$ cat config.mk
export PLATFORM = sky130hd
export DESIGN_NAME = spi_shift_engine
export DESIGN_NICKNAME = d
export VERILOG_FILES = /design/src/rtl/spi_shift_engine.sv
export SDC_FILE = /design/constraint.sdc
export NUM_CORES = 1
export LEC_CHECK = 0
export BUFFER_PORTS_ARGS = -buffer_cell sky130_fd_sc_hd__buf_2
export CAP_MARGIN = 20
export CORE_AREA = 5 5 157 159
export DETAILED_ROUTE_END_ITERATION = 10
export DIE_AREA = 0 0 162 164
export PLACE_DENSITY = 0.68
export SETUP_SLACK_MARGIN = 0.5
export SYNTH_ARGS = -nofsm -noshare
export SYNTH_HDL_FRONTEND = slang
export SYNTH_SLANG_ARGS = --single-unit
$ cat constraint.sdc
create_clock -name SOURCE_CLK -period 6.28 [get_ports SOURCE_CLK]
set_input_delay 1.256 -clock SOURCE_CLK [delete_from_list [all_inputs] [get_ports SOURCE_CLK]]
set_output_delay 1.256 -clock SOURCE_CLK [all_outputs]
set_load 0.01 [all_outputs]
$ cat src/rtl/spi_shift_engine.sv
// SPI master shift engine fed by the baud divider's toggling output.
// Ports: SOURCE_CLK/reset (sync, active-high); enable freezes the engine;
//   baud_in is the divider output (each transition = one SCK half-period);
//   cpol/cpha/word_len configure the next word; tx_data/tx_valid/tx_ready
//   feed the TX FIFO; rx_data/rx_valid/rx_ready drain the RX FIFO;
//   sclk/mosi/miso/cs_n are the SPI pins; busy = not idle;
//   rx_overflow is a sticky flag set when a received word is dropped.
module spi_shift_engine #(
  parameter int MAX_BITS   = 16,
  parameter int FIFO_DEPTH = 4
) (
  input  logic                SOURCE_CLK,
  input  logic                reset,
  input  logic                enable,
  input  logic                baud_in,
  input  logic                cpol,
  input  logic                cpha,
  input  logic [4:0]          word_len,
  input  logic [MAX_BITS-1:0] tx_data,
  input  logic                tx_valid,
  output logic                tx_ready,
  output logic [MAX_BITS-1:0] rx_data,
  output logic                rx_valid,
  input  logic                rx_ready,
  output logic                sclk,
  output logic                mosi,
  input  logic                miso,
  output logic                cs_n,
  output logic                busy,
  output logic                rx_overflow
);

  localparam int AW = $clog2(FIFO_DEPTH);
  localparam int CW = AW + 1;
  localparam int TW = 6;

  typedef enum logic [1:0] {
    IDLE,
    SETUP,
    SHIFT,
    HOLD
  } state_t;

  // ---------------------------------------------------------------
  // Tick generation: 2-flop synchroniser plus one compare stage
  // ---------------------------------------------------------------
  logic [2:0] baud_sr;
  logic       tick;

  always_ff @(posedge SOURCE_CLK) begin
    if (reset) begin
      baud_sr <= '0;
    end else begin
      baud_sr <= {baud_sr[1:0], baud_in};
    end
  end

  assign tick = (baud_sr[2] ^ baud_sr[1]) & enable;

  // ---------------------------------------------------------------
  // TX FIFO
  // ---------------------------------------------------------------
  logic [MAX_BITS-1:0] tx_mem [FIFO_DEPTH];
  logic [AW-1:0]       tx_wr;
  logic [AW-1:0]       tx_rd;
  logic [CW-1:0]       tx_cnt;
  logic                tx_push;
  logic                tx_pop;
  logic                tx_empty;
  logic [MAX_BITS-1:0] tx_head;

  assign tx_ready = (tx_cnt != CW'(FIFO_DEPTH));
  assign tx_empty = (tx_cnt == '0);
  assign tx_push  = tx_valid & tx_ready;
  assign tx_head  = tx_mem[tx_rd];

  always_ff @(posedge SOURCE_CLK) begin
    if (tx_push) begin
      tx_mem[tx_wr] <= tx_data;
    end
  end

  always_ff @(posedge SOURCE_CLK) begin
    if (reset) begin
      tx_wr  <= '0;
      tx_rd  <= '0;
      tx_cnt <= '0;
    end else begin
      if (tx_push) begin
        tx_wr <= tx_wr + 1'b1;
      end
      if (tx_pop) begin
        tx_rd <= tx_rd + 1'b1;
      end
      tx_cnt <= tx_cnt + CW'(tx_push) - CW'(tx_pop);
    end
  end

  // ---------------------------------------------------------------
  // RX FIFO
  // ---------------------------------------------------------------
  logic [MAX_BITS-1:0] rx_mem [FIFO_DEPTH];
  logic [AW-1:0]       rx_wr;
  logic [AW-1:0]       rx_rd;
  logic [CW-1:0]       rx_cnt;
  logic                rx_push;
  logic                rx_full;
  logic                rx_wen;
  logic                rx_pop;
  logic [MAX_BITS-1:0] rx_word;
  logic                ovf_q;

  assign rx_full     = (rx_cnt == CW'(FIFO_DEPTH));
  assign rx_valid    = (rx_cnt != '0);
  assign rx_pop      = rx_valid & rx_ready;
  assign rx_wen      = rx_push & ~rx_full;
  assign rx_data     = rx_valid ? rx_mem[rx_rd] : '0;
  assign rx_overflow = ovf_q;

  always_ff @(posedge SOURCE_CLK) begin
    if (rx_wen) begin
      rx_mem[rx_wr] <= rx_word;
    end
  end

  always_ff @(posedge SOURCE_CLK) begin
    if (reset) begin
      rx_wr  <= '0;
      rx_rd  <= '0;
      rx_cnt <= '0;
      ovf_q  <= 1'b0;
    end else begin
      if (rx_wen) begin
        rx_wr <= rx_wr + 1'b1;
      end
      if (rx_pop) begin
        rx_rd <= rx_rd + 1'b1;
      end
      rx_cnt <= rx_cnt + CW'(rx_wen) - CW'(rx_pop);
      // a full FIFO drops the new word, even if a pop happens this cycle
      if (rx_push && rx_full) begin
        ovf_q <= 1'b1;
      end
    end
  end

  // ---------------------------------------------------------------
  // Shift FSM
  // ---------------------------------------------------------------
  state_t              state_q;
  state_t              state_d;
  logic                sclk_q;
  logic                sclk_d;
  logic                mosi_q;
  logic                mosi_d;
  logic                cs_q;
  logic                cs_d;
  logic [MAX_BITS-1:0] tx_sh_q;
  logic [MAX_BITS-1:0] tx_sh_d;
  logic [MAX_BITS-1:0] rx_sh_q;
  logic [MAX_BITS-1:0] rx_sh_d;
  logic [MAX_BITS-1:0] rx_nx;
  logic [4:0]          len_q;
  logic [4:0]          len_d;
  logic [4:0]          wl_eff;
  logic                cpha_q;
  logic                cpha_d;
  logic [TW-1:0]       cnt_q;
  logic [TW-1:0]       cnt_d;
  logic [TW-1:0]       cnt_nx;
  logic                lead;
  logic                smp;
  logic                last;
  logic                load;

  function automatic logic msb_of(
    input logic [MAX_BITS-1:0] w,
    input logic [4:0]          len
  );
    logic [MAX_BITS-1:0] s;
    s = w >> (len - 5'd1);
    return s[0];
  endfunction

  assign wl_eff = ((word_len == 5'd0) || (word_len > 5'(MAX_BITS)))
                ? 5'(MAX_BITS) : word_len;

  always_comb begin
    state_d = state_q;
    sclk_d  = sclk_q;
    mosi_d  = mosi_q;
    cs_d    = cs_q;
    tx_sh_d = tx_sh_q;
    rx_sh_d = rx_sh_q;
    len_d   = len_q;
    cpha_d  = cpha_q;
    cnt_d   = cnt_q;
    tx_pop  = 1'b0;
    rx_push = 1'b0;
    load    = 1'b0;
    cnt_nx  = cnt_q + 1'b1;
    // odd tick numbers are leading edges
    lead    = cnt_nx[0];
    smp     = lead ^ cpha_q;
    last    = (cnt_nx == {len_q, 1'b0});
    rx_nx   = smp ? {rx_sh_q[MAX_BITS-2:0], miso} : rx_sh_q;
    rx_word = rx_nx;

    unique case (state_q)
      IDLE: begin
        sclk_d = cpol;
        cs_d   = 1'b1;
        if (enable && !tx_empty) begin
          load    = 1'b1;
          state_d = SETUP;
        end
      end
      SETUP: begin
        if (tick) begin
          state_d = SHIFT;
        end
      end
      SHIFT: begin
        if (tick) begin
          cnt_d   = cnt_nx;
          sclk_d  = ~sclk_q;
          rx_sh_d = rx_nx;
          // the edge after the final sample needs no new data bit
          if (!smp && !last) begin
            mosi_d  = msb_of(tx_sh_q, len_q);
            tx_sh_d = tx_sh_q << 1;
          end
          if (last) begin
            rx_push = 1'b1;
            state_d = HOLD;
          end
        end
      end
      HOLD: begin
        if (tick) begin
          if (!tx_empty) begin
            load    = 1'b1;
            state_d = SHIFT;
          end else begin
            cs_d    = 1'b1;
            state_d = IDLE;
          end
        end
      end
      default: begin
        state_d = IDLE;
      end
    endcase

    if (load) begin
      tx_pop  = 1'b1;
      len_d   = wl_eff;
      cpha_d  = cpha;
      sclk_d  = cpol;
      cs_d    = 1'b0;
      cnt_d   = '0;
      rx_sh_d = '0;
      mosi_d  = msb_of(tx_head, wl_eff);
      // cpha=1 re-drives the MSB on the first leading edge
      tx_sh_d = cpha ? tx_head : (tx_head << 1);
    end
  end

  always_ff @(posedge SOURCE_CLK) begin
    if (reset) begin
      state_q <= IDLE;
      sclk_q  <= 1'b0;
      mosi_q  <= 1'b0;
      cs_q    <= 1'b1;
      tx_sh_q <= '0;
      rx_sh_q <= '0;
      len_q   <= 5'(MAX_BITS);
      cpha_q  <= 1'b0;
      cnt_q   <= '0;
    end else begin
      state_q <= state_d;
      sclk_q  <= sclk_d;
      mosi_q  <= mosi_d;
      cs_q    <= cs_d;
      tx_sh_q <= tx_sh_d;
      rx_sh_q <= rx_sh_d;
      len_q   <= len_d;
      cpha_q  <= cpha_d;
      cnt_q   <= cnt_d;
    end
  end

  assign sclk = sclk_q;
  assign mosi = mosi_q;
  assign cs_n = cs_q;
  assign busy = (state_q != IDLE);

endmodule

Yosys cells after proc, flatten, opt, wreduce, memory -nomap -nowiden:

Memory sizes are Yosys's and may differ from the RTL's. A register that Yosys moved wholly into a read port is not among the register bits.
Index checks and enable logic that the tools add are counted.

* register bits after elaboration: 67
* memory bits (writable): 128
* bits of input ports: 30
* output and inout bits: 23
* logic and storage cells: 120
* memories kept: 2

Memory list
* rx_mem: depth 4, width 16, read ports 1, clocked after Yosys merged registers in 1, write ports 1, line 102 `logic [MAX_BITS-1:0] rx_mem [FIFO_DEPTH];`
* tx_mem: depth 4, width 16, read ports 1, clocked after Yosys merged registers in 1, write ports 1, line 63 `logic [MAX_BITS-1:0] tx_mem [FIFO_DEPTH];`

* $add $sub $neg: 11
* $lt $le $gt $ge: 1
* equal/unequal tests: 14
* shift operators: 2
* muxes and demuxes: 42
* bitwise logic cells: 8
* reductions and logical operators: 23

Operator list (count)
* two-way mux 16 bit: 7
* right shift 16 x 5 -> 1 bit: 2
* two-way mux 1 bit: 20
* two-way mux 2 bit: 10
* != test 3 bit (second input constant): 4
* != test 2 bit (second input constant): 5
* subtractor 5 x 1 -> 5 bit (second input constant): 2
* nonzero test 3 bit: 3
* adder 2 x 1 -> 2 bit (second input constant): 4
* case mux 2 bit (4 select lines): 1
* nonzero test 2 bit: 4
* adder 3 x 1 -> 3 bit: 2
* adder 6 x 1 -> 6 bit (second input constant): 1
* equality test 6 bit: 1
* case mux 1 bit (2 select lines): 3
* AND reduction 3 bit: 2
* subtractor 3 x 1 -> 3 bit: 2
* greater-than comparator 5 bit (second input constant): 1
* logical NOT 5 bit: 1
* two-way mux 5 bit: 1
* AND reduction 5 bit: 1
* bitwise AND 1 bit: 4
* equality test 2 bit (second input constant): 2
* AND reduction 2 bit: 2
* 10 further kinds: 16

Depth between registers and ports, before layout:

* depth after elaboration: 8
* gate-level depth with buffers: 15

Least setup slack after synthesis:

Ideal clock, no wire load.

* path kind: input to register
* from: input word_len[0]
* to: register mosi_q, in the netlist mosi
* arrival: 3.907 ns
* data required time: 6.199 ns
* setup slack: 2.292 ns
* stages: 12
* path through: or4_1 > ha_1 > nor2b_1 > buf_2 > clkinv_1 > ha_1 > clkbuf_1 > nand2_1 > o32ai_1 > a311o_1 > nand3_1 > a41oi_1

* cells in the longest elaborated chain, start to end: 6
* elaborated cells on any way between the ends: 7

RTL lines
* start: declaration: line 18 `input logic [4:0] word_len,`
* greater-than comparator 5 bit or logical NOT 5 bit (tied branches): line 185 `assign wl_eff = ((word_len == 5'd0) || (word_len > 5'(MAX_BITS)))`
* logical OR 1 bit: line 185
* two-way mux 5 bit (*): line 186 `? 5'(MAX_BITS) : word_len;`
* subtractor 5 x 1 -> 5 bit (*): line 181 `s = w >> (len - 5'd1);`
* right shift 16 x 5 -> 1 bit (*): line 181
* two-way mux 1 bit (*): line 255 `if (load) begin`
* end signal: assignment: line 283 `mosi_q <= mosi_d;`
* end: declaration: line 154 `logic mosi_q;`

Every way passes the cells marked *; elsewhere a longest branch is shown, timed or not.
A chain may end at the register's enable or synchronous reset.

Worst setup path after layout:

Ends and elaborated chain as after synthesis.

==> results list <==
* Status: finished clean
- Static Leak: 0.00345 uW
* Die footprint: 26,600 sq um
- In this design, the largest share of critical-path delay is due to simple AND/OR/NAND/NOR gates.
- By area the synthesized netlist is led by sky130_fd_sc_hd__edfxtp_1 43%, sky130_fd_sc_hd__dfxtp_1 16%, sky130_fd_sc_hd__mux4_2 9.2%, sky130_fd_sc_hd__mux2_2 3.1%, sky130_fd_sc_hd__nor2_1 2.8%.
* Pin count of the biggest net entering global routing: 52
- Total standard cell area after synthesis: 9040 sq um
- Fraction of synthesized cell area taken by the top area cell type: 42.5%
- The count of final hold-check violations came to 0.
* Total number of H-tree levels: 4
- Counting both buffers and inverters, the worst setup path holds a total of 3.
* Number of violations of the max-capacitance limit: 0
* Post-layout total power: 3850 uW
- Drt first pass iters: 5
* Total negative setup slack: 0 ns
* Worst Path Max Fanout: 10
- TritonCTS built the clock tree.
* Hpwl dp: 11.6 mm
* Global-route congestion overflow total: 0
- Walking the worst path, the cells encountered are buf_2 -> or4_1 -> ha_1 -> nor2b_1 -> buf_4 -> clkinv_1 -> ha_1 -> xor2_1 -> nor4_1 -> nor4_1 -> nand3_1 -> a41oi_1.
- Summing the sequential cell areas from Yosys gives 58.2% of the chip area.
* Post-detailed-routing wire length: 17.1 mm
- The Yosys step of the flow raised 0 warnings.
- Number of diodes: 0
- Worst EP required: 6.64 ns
* Measured slew at the worst slew-check pin: 1.06 ns
- Final Setup Violations: 0
- CTS placed an instance of sky130_fd_sc_hd__clkbuf_16 at the clock tree root.
* Overall track demand over capacity in global routing: 13.2%
- In this run, the number of DRC markers left after iteration 0 of detailed routing was 355.
* Worst path setup slack after routing: 2.32 ns
- I/O Buffers: 52
- For this design the ratio of total power to cell area is 379 nW/um^2.
- For this run, the post-layout net count is 794.
- Timing would allow up to 252 MHz.
- In this run, CTS created clock tree buffers numbering 17.
* Number of placed instances with taps included: 1,012
- The final number of max-transition violations was 0.
- Count of unresolved DRC violations after routing: 0
- Average wire length per cell after detail routing: 16.3 um
* Latest clock arrival within the worst-skew pair: 0.44 ns
- Once the clock tree was built, the resizer swapped 0 gates to a different size.
- Total number of vias: 5,482
* Wire length of the first global-routing pass: 28.0 mm
- Initial antenna violation count: 0
- Mapped Avg Cell Area: 12.9 sq um
- Most common flop cell mapped by yosys: sky130_fd_sc_hd__edfxtp_1
* Height of the chip: 164 um
- Number of global-route vias before repair: 5,361
* Total I/O pin count: 53
* Setup Buffers After CTS: 0
- Once the floorplan was initialized, standard cells occupied 39.1% of the core.
* Die width: 162 um
* Place WS: 1.91 ns
- Setup crit start kind: input port
* Non-Filler Instances: 1,045
- In this run, distinct cell masters in the synthesized netlist total 53.
- Synthesis inferred 199 register bits.
- STA classifies the critical path endpoint as a flip-flop.
- After synthesis, the share of flip-flops with an asynchronous set or reset is 0%.
- The worst setup path is of the input port to flip-flop kind.
- Routability-driven placement finished with a final weighted congestion of 0.837.
- Row generation in the floorplan step produced 56 rows.
- The worst path needs 3.96 ns of the cycle, external delays included.
* Clock-pin transition on the worst setup and hold timing paths: 0.08 ns
- Clock skew after layout: 0.0139 ns
- Cells after synthesis: 702
* Post-synthesis net count: 754
- The final critical path takes up 63.1% of the cycle.
- Worst IR drop on VDD: 0.000204 V
- The path class of the tightest hold or removal check is flip-flop to flip-flop.
- The slowest stage of the critical path belongs to the cell sky130_fd_sc_hd__or4_1.
* Area growth from synthesis to final layout: 12.5%
* Worst slew margin relative to its limit: 29.1%
- Summed over all instances, the cell type with the most area after synthesis is sky130_fd_sc_hd__edfxtp_1.
- WP data arrival: 4.33 ns
- Delay of the slowest cell on the worst path: 0.55 ns
- The clock net in this run drives a total of 199 sinks.
- Number of flops mapped to enable cells by yosys: 128
- The count of nets left with antenna violations once routing finished came out at 0.
- Layout cells sized above 1: 21.3%
* Avg Vias per Cell: 5.25
- For this design, the CTS-stage hold fixing added 0 buffers.
- The clock passes through at most 2 buffers.
- The core region is 23,100 sq um.
- Setup repair after global routing missed its margin: no
## cell type report
| type | count | area [sq um] |
|---|---|---|
| well taps | 290 | 363 |
| inverters | 26 | 97.6 |
| clock inverters | 15 | 188 |
| clock buffers | 17 | 425 |
| flip-flops and latches | 199 | 5270 |
| multi-input cells | 438 | 3490 |
| repair buffers | 60 | 340 |
| fillers | 2076 | 12900 |
## registers in the layout, indices dropped and copies added, names as in the netlist, named ones only
signal       flops
state_q          2
rx_cnt           3
tx_wr            2
tx_cnt           3
sclk             1
len_q            5
cpha_q           1
baud_sr          3
rx_overflow      1
rx_wr            2
cnt_q            6
tx_sh_q         16
mosi             1
rx_rd            2
cs_n             1
rx_mem          64
rx_sh_q         16
tx_rd            2
tx_mem          64
## final timing paths
path / start / endpoint / slack, ns / depth (start not counted)
max: word_len[0] / mosi / 2.32 / 12
min: baud_sr[0] / baud_sr[1] / 0.44 / 1
min reg2reg: baud_sr[0] / baud_sr[1] / 0.44 / 1
max reg2reg: cnt_q[0] / rx_cnt[2] / 2.68 / 15
## synth_stat cells, drive strengths merged (11+ instances only)
library cell	n
mux2	25
edfxtp	128
nor2b	11
nand2	30
a211oi	18
clkbuf	24
xnor2	14
nor3	24
a21oi	30
nand3	26
buf	15
dfxtp	71
xor2	11
ha	20
inv	25
o21ai	14
nor2	67
mux4	37
and2	35
## layer usage
metal	global-route usage [%]	routed length, um	part of all wire (%)	up-vias
met5	0	0	0	-
met4	4.50	411	2.4	0
met3	3.06	638	3.7	25
met2	22.0	8530	50	102
met1	17.2	7480	44	2666
li1	-	-	-	2689
## power breakdown
group          internal [uW]  switching [uW]  leakage [uW]
registers               1510            82.2       0.00169
logic                    523             633       0.00146
clock network            548             556      0.000299
total                   2580            1270       0.00345
## kinds of logic (layout without fill, tap and decap cells)
kind of cell               Yosys count  in the layout  synth area share [%]
AOI/OAI and AO/OA                   96             96                  7.24
xor gates and xnor gates            25             25                  2.42
adders and majority gates           22             22                  3.21
buffers and inverters               65            118                  3.13
DFF                                199            199                  58.2
muxes                               72             72                  13.4
and+or+nand+nor                    223            223                  12.3
## through the flow
step	instance area (sq um)	hold slack, ns	utilization (%)
2_1_floorplan	9040	0.414	-
3_3_place_gp	9530	0.417	41.2
3_5_place_dp	9530	0.425	41.2
4_1_cts	10100	0.444	43.9
5_1_grt	10200	0.454	44.0
6_report	10200	0.440	44.0
## layout by cell type (no fill, tap or decap), drive strengths merged, types with 4 or more instances in the layout
cell / count
nand3: 26
edfxtp: 128
buf: 60
o21ai: 14
clkinv: 7
and3: 4
ha: 20
or3: 7
mux2i: 10
nand2: 30
nor3b: 4
mux4: 37
xor2: 11
nor3: 24
and2: 35
nor2: 67
a21oi: 30
mux2: 25
o211ai: 4
dfxtp: 71
a211oi: 18
clkbuf: 17
nor2b: 11
nand2b: 4
inv: 34
a211o: 10
xnor2: 14
nor4: 4
(Power assumes the default switching activity.)
